## src/rtl/loom_init_pkg.sv

```systemverilog
// Shared types and helpers for the reset-time DPI init loader.
`default_nettype none

package loom_init_pkg;

  typedef enum logic [1:0] {
    ST_SETUP    = 2'd0,
    ST_REQ      = 2'd1,
    ST_WAIT_RSP = 2'd2,
    ST_RUN      = 2'd3
  } state_e;

  // Id space covers NUM_CH value calls plus one setup call.
  function automatic int id_width(input int n);
    return (n < 1) ? 1 : $clog2(n + 1);
  endfunction

endpackage

`default_nettype wire

```

## src/rtl/dpi_reset_loader_init_value_reg.sv

```systemverilog
// init_value_reg: one channel register, loadable at init, incrementing in run mode.
`default_nettype none

module init_value_reg
  import loom_init_pkg::*;
#(
  parameter int WIDTH = 32
) (
  input  logic             clk_i,
  input  logic             rst_ni,
  input  logic             load_i,
  input  logic [WIDTH-1:0] data_i,
  input  logic             inc_i,
  output logic [WIDTH-1:0] value_o
);

  always_ff @(posedge clk_i or negedge rst_ni) begin
    if (!rst_ni) begin
      value_o <= '0;
    end else if (load_i) begin
      value_o <= data_i;
    end else if (inc_i) begin
      value_o <= value_o + WIDTH'(1);
    end
  end

endmodule

`default_nettype wire

```

## src/rtl/dpi_reset_loader.sv

```systemverilog
// dpi_reset_loader: issues a setup call then one value call per channel over a
// valid/ready port, loads each returned value, then releases channels to run mode.
`default_nettype none

module dpi_reset_loader
  import loom_init_pkg::*;
#(
  parameter int                NUM_CH    = 4,
  parameter int                WIDTH     = 32,
  parameter int                ARG_W     = 32,
  parameter int                SEED_BASE = 42,
  parameter logic [NUM_CH-1:0] INC_MASK  = '1,
  parameter int                CNT_W     = 8,
  localparam int               ID_W      = id_width(NUM_CH)
) (
  input  logic                    clk_i,
  input  logic                    rst_ni,
  output logic                    req_valid_o,
  input  logic                    req_ready_i,
  output logic [ID_W-1:0]         req_id_o,
  output logic [ARG_W-1:0]        req_arg_o,
  input  logic                    rsp_valid_i,
  input  logic [WIDTH-1:0]        rsp_data_i,
  output logic [NUM_CH*WIDTH-1:0] value_o,
  output logic [CNT_W-1:0]        counter_o,
  output logic                    init_done_o,
  output logic                    rsp_err_o
);

  state_e           state, state_n;
  logic [ID_W-1:0]  ch, ch_n;
  logic             load, err_set, hs, run;
  logic             req_valid_n;
  logic [ID_W-1:0]  req_id_n;
  logic [ARG_W-1:0] req_arg_n;

  assign hs  = req_valid_o && req_ready_i;
  assign run = (state == ST_RUN);

  always_comb begin
    state_n = state;
    ch_n    = ch;
    load    = 1'b0;
    err_set = 1'b0;
    case (state)
      ST_SETUP: begin
        err_set = rsp_valid_i;
        if (hs) begin
          state_n = ST_REQ;
          ch_n    = '0;
        end
      end
      ST_REQ: begin
        err_set = rsp_valid_i;
        if (hs) state_n = ST_WAIT_RSP;
      end
      ST_WAIT_RSP: begin
        if (rsp_valid_i) begin
          load = 1'b1;
          if (ch == ID_W'(NUM_CH - 1)) begin
            state_n = ST_RUN;
          end else begin
            ch_n    = ch + ID_W'(1);
            state_n = ST_REQ;
          end
        end
      end
      ST_RUN:  err_set = rsp_valid_i;
      default: state_n = ST_SETUP;
    endcase

    // Request outputs are registered from the next state so they are 0 in reset
    // and hold steady while the bridge applies backpressure.
    req_valid_n = (state_n == ST_SETUP) || (state_n == ST_REQ);
    req_id_n    = (state_n == ST_SETUP) ? ID_W'(NUM_CH) : ch_n;
    req_arg_n   = (state_n == ST_SETUP) ? '0 : ARG_W'(SEED_BASE) + ARG_W'(ch_n);
  end

  always_ff @(posedge clk_i or negedge rst_ni) begin
    if (!rst_ni) begin
      state       <= ST_SETUP;
      ch          <= '0;
      req_valid_o <= 1'b0;
      req_id_o    <= '0;
      req_arg_o   <= '0;
      init_done_o <= 1'b0;
      rsp_err_o   <= 1'b0;
      counter_o   <= '0;
    end else begin
      state       <= state_n;
      ch          <= ch_n;
      req_valid_o <= req_valid_n;
      req_id_o    <= req_id_n;
      req_arg_o   <= req_arg_n;
      init_done_o <= (state_n == ST_RUN);
      if (err_set) rsp_err_o <= 1'b1;
      if (run) counter_o <= counter_o + CNT_W'(1);
    end
  end

  for (genvar i = 0; i < NUM_CH; i++) begin : g_ch
    init_value_reg #(
      .WIDTH (WIDTH)
    ) u_reg (
      .clk_i   (clk_i),
      .rst_ni  (rst_ni),
      .load_i  (load && (ch == ID_W'(i))),
      .data_i  (rsp_data_i),
      .inc_i   (run && INC_MASK[i]),
      .value_o (value_o[i*WIDTH +: WIDTH])
    );
  end

endmodule

`default_nettype wire
```

## config.mk

```make
export PLATFORM = sky130hd
export DESIGN_NAME = dpi_reset_loader
export DESIGN_NICKNAME = d
export VERILOG_FILES = /design/src/rtl/loom_init_pkg.sv /design/src/rtl/dpi_reset_loader_init_value_reg.sv /design/src/rtl/dpi_reset_loader.sv
export SDC_FILE = /design/constraint.sdc
export NUM_CORES = 1
export LEC_CHECK = 0
export ABC_AREA = 1
export CORE_MARGIN = 2
export CORE_UTILIZATION = 53
export DETAILED_ROUTE_END_ITERATION = 6
export PLACE_DENSITY = 0.91
export SETUP_SLACK_MARGIN = 0.05
export SYNTH_ARGS = -nofsm -noshare
export SYNTH_HDL_FRONTEND = slang
export SYNTH_SLANG_ARGS = --single-unit
export TNS_END_PERCENT = 100
```

## constraint.sdc

```tcl
create_clock -name clk_i -period 2.4 [get_ports clk_i]
set_input_delay 0.72 -clock clk_i [delete_from_list [all_inputs] [get_ports clk_i]]
set_output_delay 0.72 -clock clk_i [all_outputs]
set_load 0.02 [all_outputs]
```

# Word-level counts from Yosys, hierarchy flattened
# Index checks and enable logic that the tools add are counted.
[classes]
addsub = 7
n_eq_ne = 8
muxes = 22
reduce_logical = 14
[op_table]
columns = ["cell", "count"]
rows = [
  ["$mux 32", 8],
  ["$add 32x1->32 const B", 4],
  ["$mux 3", 4],
  ["$add 8x1->8 const B", 1],
  ["$mux 2", 4],
  ["$reduce_bool 2->1", 4],
  ["$add 6x3->7 const A", 1],
  ["$mux 7", 1],
  ["$eq 2x2->1 const B", 3],
  ["$eq 3x2->1 const B", 2],
  ["$pmux 2 s3", 1],
  ["$pmux 3 s2", 1],
  ["$logic_and 1x1->1", 5],
  ["$eq 2x1->1 const B", 2],
  ["$logic_not 2->1", 2],
  ["$add 3x1->3 const B", 1],
  ["$eq 3x1->1 const B", 1],
  ["$logic_not 3->1", 1],
  ["$mux 1", 3],
  ["$reduce_or 3->1", 1],
  ["$logic_or 1x1->1", 1],
]
[totals]
regBits = 154

# Logic depth before layout (Yosys ltp)
[depth]
word_depth = 6
mapped_depth = 10
depth_no_buf = 10

# By module
# From an unflattened synthesis, not the netlist that was laid out.
[hier_totals]
cells_unflattened = 1451
hier_area_um2 = 10183.5
[modules_own_cells]
columns = ["module", "n_inst", "cells_each", "area_each_um2"]
rows = [
  ["init_value_reg", 4, 325, 2218.4],
  ["dpi_reset_loader", 1, 151, 1310.0],
]

# Worst setup path before layout
# Ideal clock, no wire load.
[synth_path]
path_type = "in2reg"
start = "in rsp_valid_i"
end = "reg req_arg_o[3]"
arrival_ns = 1.751
t_required_ns = 2.337
slack_ns = 0.586
path_stages = 8
n_path_buf = 0
cell_sequence = "inv_1 nor2_1 nand2_1 o211ai_1 nand2_1 ha_1 or2_2 inv_1"
[synth_via]
elab_chain_cells = 4
word_cells_on_any_way = 7
cone_classes = "add/sub (1); mux (5); reduce/logical (1)"
[synth_lines]
columns = ["item", "line", "rtl"]
rows = [
  ["start, declared", "dpi_reset_loader.sv:22", "input logic rsp_valid_i,"],
  ["$mux 3", "dpi_reset_loader.sv:58", "if (rsp_valid_i) begin"],
  ["$pmux 3 s2", "dpi_reset_loader.sv:45", "case (state)"],
  ["net ch_n[1]", "dpi_reset_loader.sv:31", "logic [ID_W-1:0] ch, ch_n;"],
  ["$add 6x3->7", "dpi_reset_loader.sv:76", "req_arg_n = (state_n == ST_SETUP) ? '0 : ARG_W'(SEED_BASE) + ARG_W'(ch_n);"],
  ["$mux 7", "dpi_reset_loader.sv:76", ""],
  ["net req_arg_n[3]", "dpi_reset_loader.sv:35", "logic [ARG_W-1:0] req_arg_n;"],
  ["end signal, assigned", "dpi_reset_loader.sv:94", "req_arg_o <= req_arg_n;"],
  ["end, declared", "dpi_reset_loader.sv:21", "output logic [ARG_W-1:0] req_arg_o,"],
]
# The timed path passes the listed nets, and every way through them passes these cells.
# A chain may end at the register's enable or synchronous reset.

# Worst setup path in the final report
[layout_path]
start = "reg g_ch[0].u_reg.value_o[10]"
end = "out value_o[10]"
[layout_lines]
columns = ["item", "line", "rtl"]
rows = [
  ["start, declared", "dpi_reset_loader_init_value_reg.sv:14", "output logic [WIDTH-1:0] value_o"],
  ["start signal, assigned", "dpi_reset_loader_init_value_reg.sv:21", "value_o <= data_i;"],
  ["start signal, assigned", "dpi_reset_loader_init_value_reg.sv:23", "value_o <= value_o + WIDTH'(1);"],
  ["end, declared", "dpi_reset_loader.sv:24", "output logic [NUM_CH*WIDTH-1:0] value_o,"],
]
# No word-level cell between the ends.

==> results.env <==
GRT_PASS1_WL_UM=55000
LAYOUT_COMMONEST_CELL='nand2_1'
DRC=0
PATH_CELLS='clkdlybuf4s50_1'
SYNTHCELLS=1639
LARGEST_VDD_SUPPLY_DROP_mV=0.647
CLKSINKCOUNT=152
WIRELENGTH_UM=34600
FINALNONFILLERCELLS=2100
FINAL.HOLD.WORST_SLACK_NS=0.169
POST_CTS.RESIZED_INSTANCES=0
GRT_MAX_DEGREE=48
R2R.WORST_PATH.CELLS=7
DPL_CELL_AREA_SQ_UM=12400
FINALCOREUTILIZATION_PCT=68.8
CTS_BUFFER_DEPTH=2
FLOORPLAN.ROWS=50
WORST_PIN_SLEW_NS=1.02
VIAS_IN_THE_FIRST_GLOBAL_ROUTE=10900
START_UTIL_PCT=54.5
DIE-WIDTH_UM=143
ROUTE.DETAILED.WL_PER_INST_UM=16.5
R2R-END='g_ch[0].u_reg.value_o[14]$_DFFE_PN0P_'
TIMING.RR.START='state[0]$_DFF_PN0_'
CRIT_BUF_INV=1
NUMPORTBUFFERS=183
CTS_BUF_COUNT=17
CTS_HTREE_LEVELS=4
DIE_H_UM=143
YOSYS-TOP-CELLS-AREA='dfrtp_1, nand2_1, nand3_1, inv_1, nor2_1'
ASYNC_RESET_FF_SHARE_PCT=100
GRT_USE_TOTAL_PCT=34.5
YOSYSTOPAREACELL='dfrtp_1'
TIMING.FMAX_GHz=0.433
POST_CTS_HOLD_BUFFER_COUNT=0
DRTANTENNAVIOLNETS=0
VIAS_PER_CELL=5.50
SYNTH-SEQ-CELLS=152
AREA_DELTA_SYNTH_FINAL_PCT=26.2
TRITONCTS='yes'
CRITICAL_PATH.STARTPOINT_TYPE='flop'
SYNTH.AVG_CELL_AREA_SQ_UM=6.28
ANTENNA_FOUND_INITIAL=0
GRT_REMAINING_OVERFLOW=0
FINALCRITPERIODSHARE_PCT=96.3
NFILLCELLS=1578
DR_VIAS=11500
NUMBER_OF_MAX_SLEW_VIOLATIONS_IN_THE_FINAL_REPORT=0
SEQ_AREA_FRAC_SYNTH_PCT=37.0
SYNTH_CELL_TYPE_COUNT=32
FIN_SETUP_TNS_NS=0
FINALNETCOUNT=1873
SYNTH_TOP_FLOP_CELL='dfrtp_1'
SYNTH_EDF_COUNT=0
GP_ROUTABILITY_CONGESTION=0.941
SLEW_HEADROOM_PCT=31.7
SETUP_VIOL_COUNT_FINAL=0
CRITPATHKIND='reg -> out'
FINAL-HOLD-VIOLATION-COUNT=0
ROOT_CELL_OF_THE_CLOCK_TREE='clkbuf_16'
MAX-CAP-VIOLATIONS=0
TIMING.CRITICAL_PATH.TO_TYPE='primary output'
POST-ROUTE-MIN-PERIOD_NS=2.31
FLOORPLAN.DIE_AREA_SQ_UM=20600
IOPINCOUNT=210
DETAILEDROUTE.FIRSTPASSITERATIONCOUNT=6
CLOCK_SKEW_NS=0.00929
DESIGN.CORE.AREA_SQ_UM=18900
YOSYSWARNINGS=0
DESIGN_AREA_SQ_UM=13000
POWER_PER_CELL_AREA_nW_PER_UM2=1230
P_TOTAL_mW=15.9
TIMING.HOLD.WORST.CLASS='in -> async'
CTS_SETUP_BUFFERS=0
DP.FINAL_HPWL_UM=24900
WORST_PATH_MAX_DELAY_CELL='clkdlybuf4s50_1'
RUN_STATUS='completed'
RSZ0062_AT_GRT='no'
SHARE_OF_POST_ROUTE_CELLS_WITH_DRIVE_STRENGTH_ABOVE_1_PCT=3.97
CLOCK_INSERTION_DELAY_WORST_SKEW_NS=0.44
SETUP_WS_NS=0.0885
DPL.CELL_COUNT=2068
SYNTH_TOP_AREA_SHARE_PCT=37.0
DRTITER0DRC=1313
SYNTHESIS.AREA_SQ_UM=10300
PRECTSSETUPSLACK_NS=-0.121
CLK_PIN_SLEW_WORST_PATHS_NS=0.06
CRIT_ARRIVAL_NS=1.59
CRIT_FAMILY='buffers and inverters'
INSERTEDDIODECOUNT=0
CP.REQUIRED_NS=1.68
WORST-PATH-MAX-FANOUT=5
MOST_USED_CELLS_IN_THE_LAYOUT_EXCLUDING_FILL_AND_TAP_CELLS='nand2_1, inv_1, nor2_1, clkdlybuf4s50_1, nand3_1'
WORST_PATH_LARGEST_CELL_DELAY_NS=0.66
WORST-R2R-SETUP-SLACK_NS=0.19
POWER.STATIC_LEAKAGE_nW=6.00
==> synth_stat cells (2+ instances only) <==
cell type and instances:
dfrtp_1 152, nand2_2 4, buf_2 27, xor2_1 17, nand2_1 642, nand3_1 168, ha_1 10, o211ai_1 6
nor3_1 4, or2_2 2, inv_2 6, nor2_1 184, clkbuf_1 3, xnor2_1 15, buf_4 29, o21ai_1 12
o21bai_1 12, o21ai_0 85, nor2_4 3, nand4_1 5, buf_1 2, nor2_2 2, inv_1 215, a21oi_1 26
==> registers in the layout, indices dropped and copies added, names as in the netlist <==
| register | cells |
|---|---|
| init_done_o | 1 |
| counter_o | 8 |
| req_id_o | 3 |
| state | 2 |
| ch | 3 |
| req_valid_o | 1 |
| rsp_err_o | 1 |
| req_arg_o | 5 |
| g_ch.u_reg.value_o | 128 |
==> cell families after synthesis <==
group,after synthesis,share of synthesized area [%]
compound gates,145,7.57
xor+xnor,32,2.72
fa+ha+maj,10,1.22
buf+inv,282,11.7
flops,152,37.0
other cells,1,0.0364
simple gates,1017,39.8
==> where the power goes <==
part           internal (mW)  total [mW]  leakage (nW)  switching (mW)
clock                   1.58        2.83         0.295            1.25
combinational           3.18        7.93          3.75            4.74
sequential              3.62        5.18          1.95            1.56
==> cell type report <==
| type | instances | area [sq um] | area share (%) |
|---|---|---|---|
| clock buffer | 17 | 425 | 3.27 |
| clock inverter | 15 | 178 | 1.37 |
| inverter | 221 | 831 | 6.39 |
| multi-input combinational | 1230 | 5380 | 41.4 |
| sequential | 152 | 3800 | 29.3 |
| tap | 260 | 325 | 2.50 |
| timing repair buffer | 205 | 2050 | 15.8 |
==> worst max-delay path by stage <==
stage / startpoint / endpoint / slack (ns) / depth (start not counted)
global route: g_ch[1].u_reg.value_o[6]$_DFFE_PN0P_ / value_o[38] / 0.05 / 1
detailed placement: rsp_valid_i / g_ch[0].u_reg.value_o[14]$_DFFE_PN0P_ / -0.12 / 8
finish: g_ch[0].u_reg.value_o[10]$_DFFE_PN0P_ / value_o[10] / 0.09 / 1
floorplan: rsp_valid_i / req_arg_o[3]$_DFF_PN0_ / 0.59 / 8
global placement: rsp_valid_i / g_ch[3].u_reg.value_o[10]$_DFFE_PN0P_ / -0.08 / 9
CTS: g_ch[0].u_reg.value_o[0]$_DFFE_PN0P_ / value_o[0] / 0.09 / 1
==> metal layers <==
metal	routed length (um)	global-route usage (%)	vias to the layer above
met5	0	0	-
met4	2010	20.3	0
met3	4210	7.16	152
met2	15600	53.5	743
met1	12700	44.6	5237
li1	-	-	5415
(Power assumes the default switching activity.)
==> edit: new RTL, same settings <==
Make the reset (`rst_ni`) synchronous in 2 clocked blocks.
--- a/src/rtl/dpi_reset_loader_init_value_reg.sv
+++ b/src/rtl/dpi_reset_loader_init_value_reg.sv
@@ -14,7 +14,7 @@
   output logic [WIDTH-1:0] value_o
 );
 
-  always_ff @(posedge clk_i or negedge rst_ni) begin
+  always_ff @(posedge clk_i) begin
     if (!rst_ni) begin
       value_o <= '0;
     end else if (load_i) begin
--- a/src/rtl/dpi_reset_loader.sv
+++ b/src/rtl/dpi_reset_loader.sv
@@ -76,7 +76,7 @@
     req_arg_n   = (state_n == ST_SETUP) ? '0 : ARG_W'(SEED_BASE) + ARG_W'(ch_n);
   end
 
-  always_ff @(posedge clk_i or negedge rst_ni) begin
+  always_ff @(posedge clk_i) begin
     if (!rst_ni) begin
       state       <= ST_SETUP;
       ch          <= '0;
Formal check against the unedited RTL: differs if rst_ni is asserted again (counterexample within 4 cycles, from zero or initial values and one cycle with rst_ni low); with rst_ni held inactive, the same outputs for 10 cycles.
==> edit against the original RTL <==
Wire length grew 0.81%; sequential cell count did not move; area after synthesis down 1.9%; critical path depth is the same; final cell count increased by 3.2%; die area is 1.9% lower; final area decreased by 1.8%; setup slack lost 4.0 ps; critical endpoint is now value_o[34].
Power is not compared: it rests on default switching activity, and its combinational part moved more than twofold at a synthesized area within 25%.
==> edit: results (changes against the original RTL) <==
Synth
  • Syn Inst Count: 1,735 (+5.9%)
  • Main synth FF type: dfxtp_1
  • Cell variety after synth: 37 (+16%)
  • Asr flop ratio synth: 0% (-100 points)
  • Dominant cells by area after synthesis: dfxtp_1, nand2_1, inv_1
  • Sequential cell area fraction in the yosys report: 30.1% (-6.8 points)

Placed design
  • Post-Place Setup Slack: -123 ps (-2.47 ps)
  • Post-Place Cell Area: 12,200 um^2 (-1.7%)
  • Dpl cells: 2,135 (+3.2%)
  • Post-DP HPWL: 25.6 mm (+2.6%)

Clocking
  • CTS Root Cell: clkbuf_16
  • Setup Buffers After CTS: 0 (unchanged)

Cells and area
  • Fin nets: 1,967 (+5.0%)
  • Finished Layout Cells: 2,167 (+3.2%)
  • Share of layout cells above drive strength 1: 4.60% (+0.64 points)

STA
  • Slew @ Worst Pin: 870 ps (-151 ps)
  • Final Critical Period: 2320 ps (+3.98 ps)
  • Clk_skew: 7.23 ps (-2.06 ps)

Hold path
  • Worst Hold Class: register to register

Setup path
  • Reg-to-reg setup timing slack: 380 ps (+190 ps)
  • FF-to-FF Start: g_ch[1].u_reg.value_o[0]$_SDFFE_PN0P_
  • Critical-path maximum fanout: 6 (+1)
  • Crit-path slowest cell: clkdlybuf4s50_1
  • CP arrival: 1600 ps

Routing
  • DRT Wirelength: 34.8 mm (+0.81%)
  • Drt pass-1 iters: 5 (-1)
  • Vias: 12,000 (+3.8%)
  • Drt initial violations: 1,220 (-7.1%)

Global routing
  • Vias in the first global route: 10,800 (-0.88%)
  • First-pass GRT wire length: 54.5 mm (-0.90%)
  • Total GRT Usage: 34.0% (-0.45 points)

Run status
  • Status: finished, final reports clean
[edit: final cells by class]
cell class                      instances  area, um^2
Clock buffer                           17         425
Clock inverter                         15         160
Fill cell                            1555        5950
Inverter                              241         906
Multi-Input combinational cell       1291        5770
Sequential cell                       152        3040
Tap cell                              234         293
Timing Repair Buffer                  217        2160
[edit: metal layers]
metal | routed length [um] | GRT usage, % | vias up
li1 | - | - | 5716
met5 | 0 | 0 | -
met4 | 1990 | 18.6 | 0
met2 | 15000 | 52.7 | 778
met1 | 13400 | 43.4 | 5358
met3 | 4490 | 8.78 | 137
[edit: power groups by stage]
stage / logic, uW / clock network, uW / registers, uW
floorplan: 161 / 0 / 2630
global placement: 345 / 0 / 2610
detailed placement: 347 / 0 / 2610
CTS: 350 / 2720 / 2550
global route: 373 / 2840 / 2560
finish: 361 / 2710 / 2560
[edit: final timing paths]
kind / depth (start not counted) / end
setup / recovery: 1 / value_o[34]
setup reg to reg: 9 / g_ch[1].u_reg.value_o[22]$_SDFFE_PN0P_
hold / removal: 2 / counter_o[2]$_SDFFE_PN0P_
hold reg to reg: 2 / counter_o[2]$_SDFFE_PN0P_
[edit: logic make-up after synthesis]
group	synth area share (%)
xor gates and xnor gates	3.21
other	0.0371
DFF	30.1
adders and majority gates	1.36
AOI/OAI and AO/OA	14.0
buffers and inverters	13.6
and+or+nand+nor	37.7
[edit: stage by stage]
| step | utilization (%) | hold slack, ps | TNS, ps |
|---|---|---|---|
| floorplan | - | 541 | 0 |
| finish | 68.2 | 491 | 0 |
| CTS | 68.2 | 491 | 0 |
| detailed placement | 65.1 | 473 | -2640 |
| global route | 68.2 | 526 | 0 |
| global placement | 65.1 | 463 | -989 |
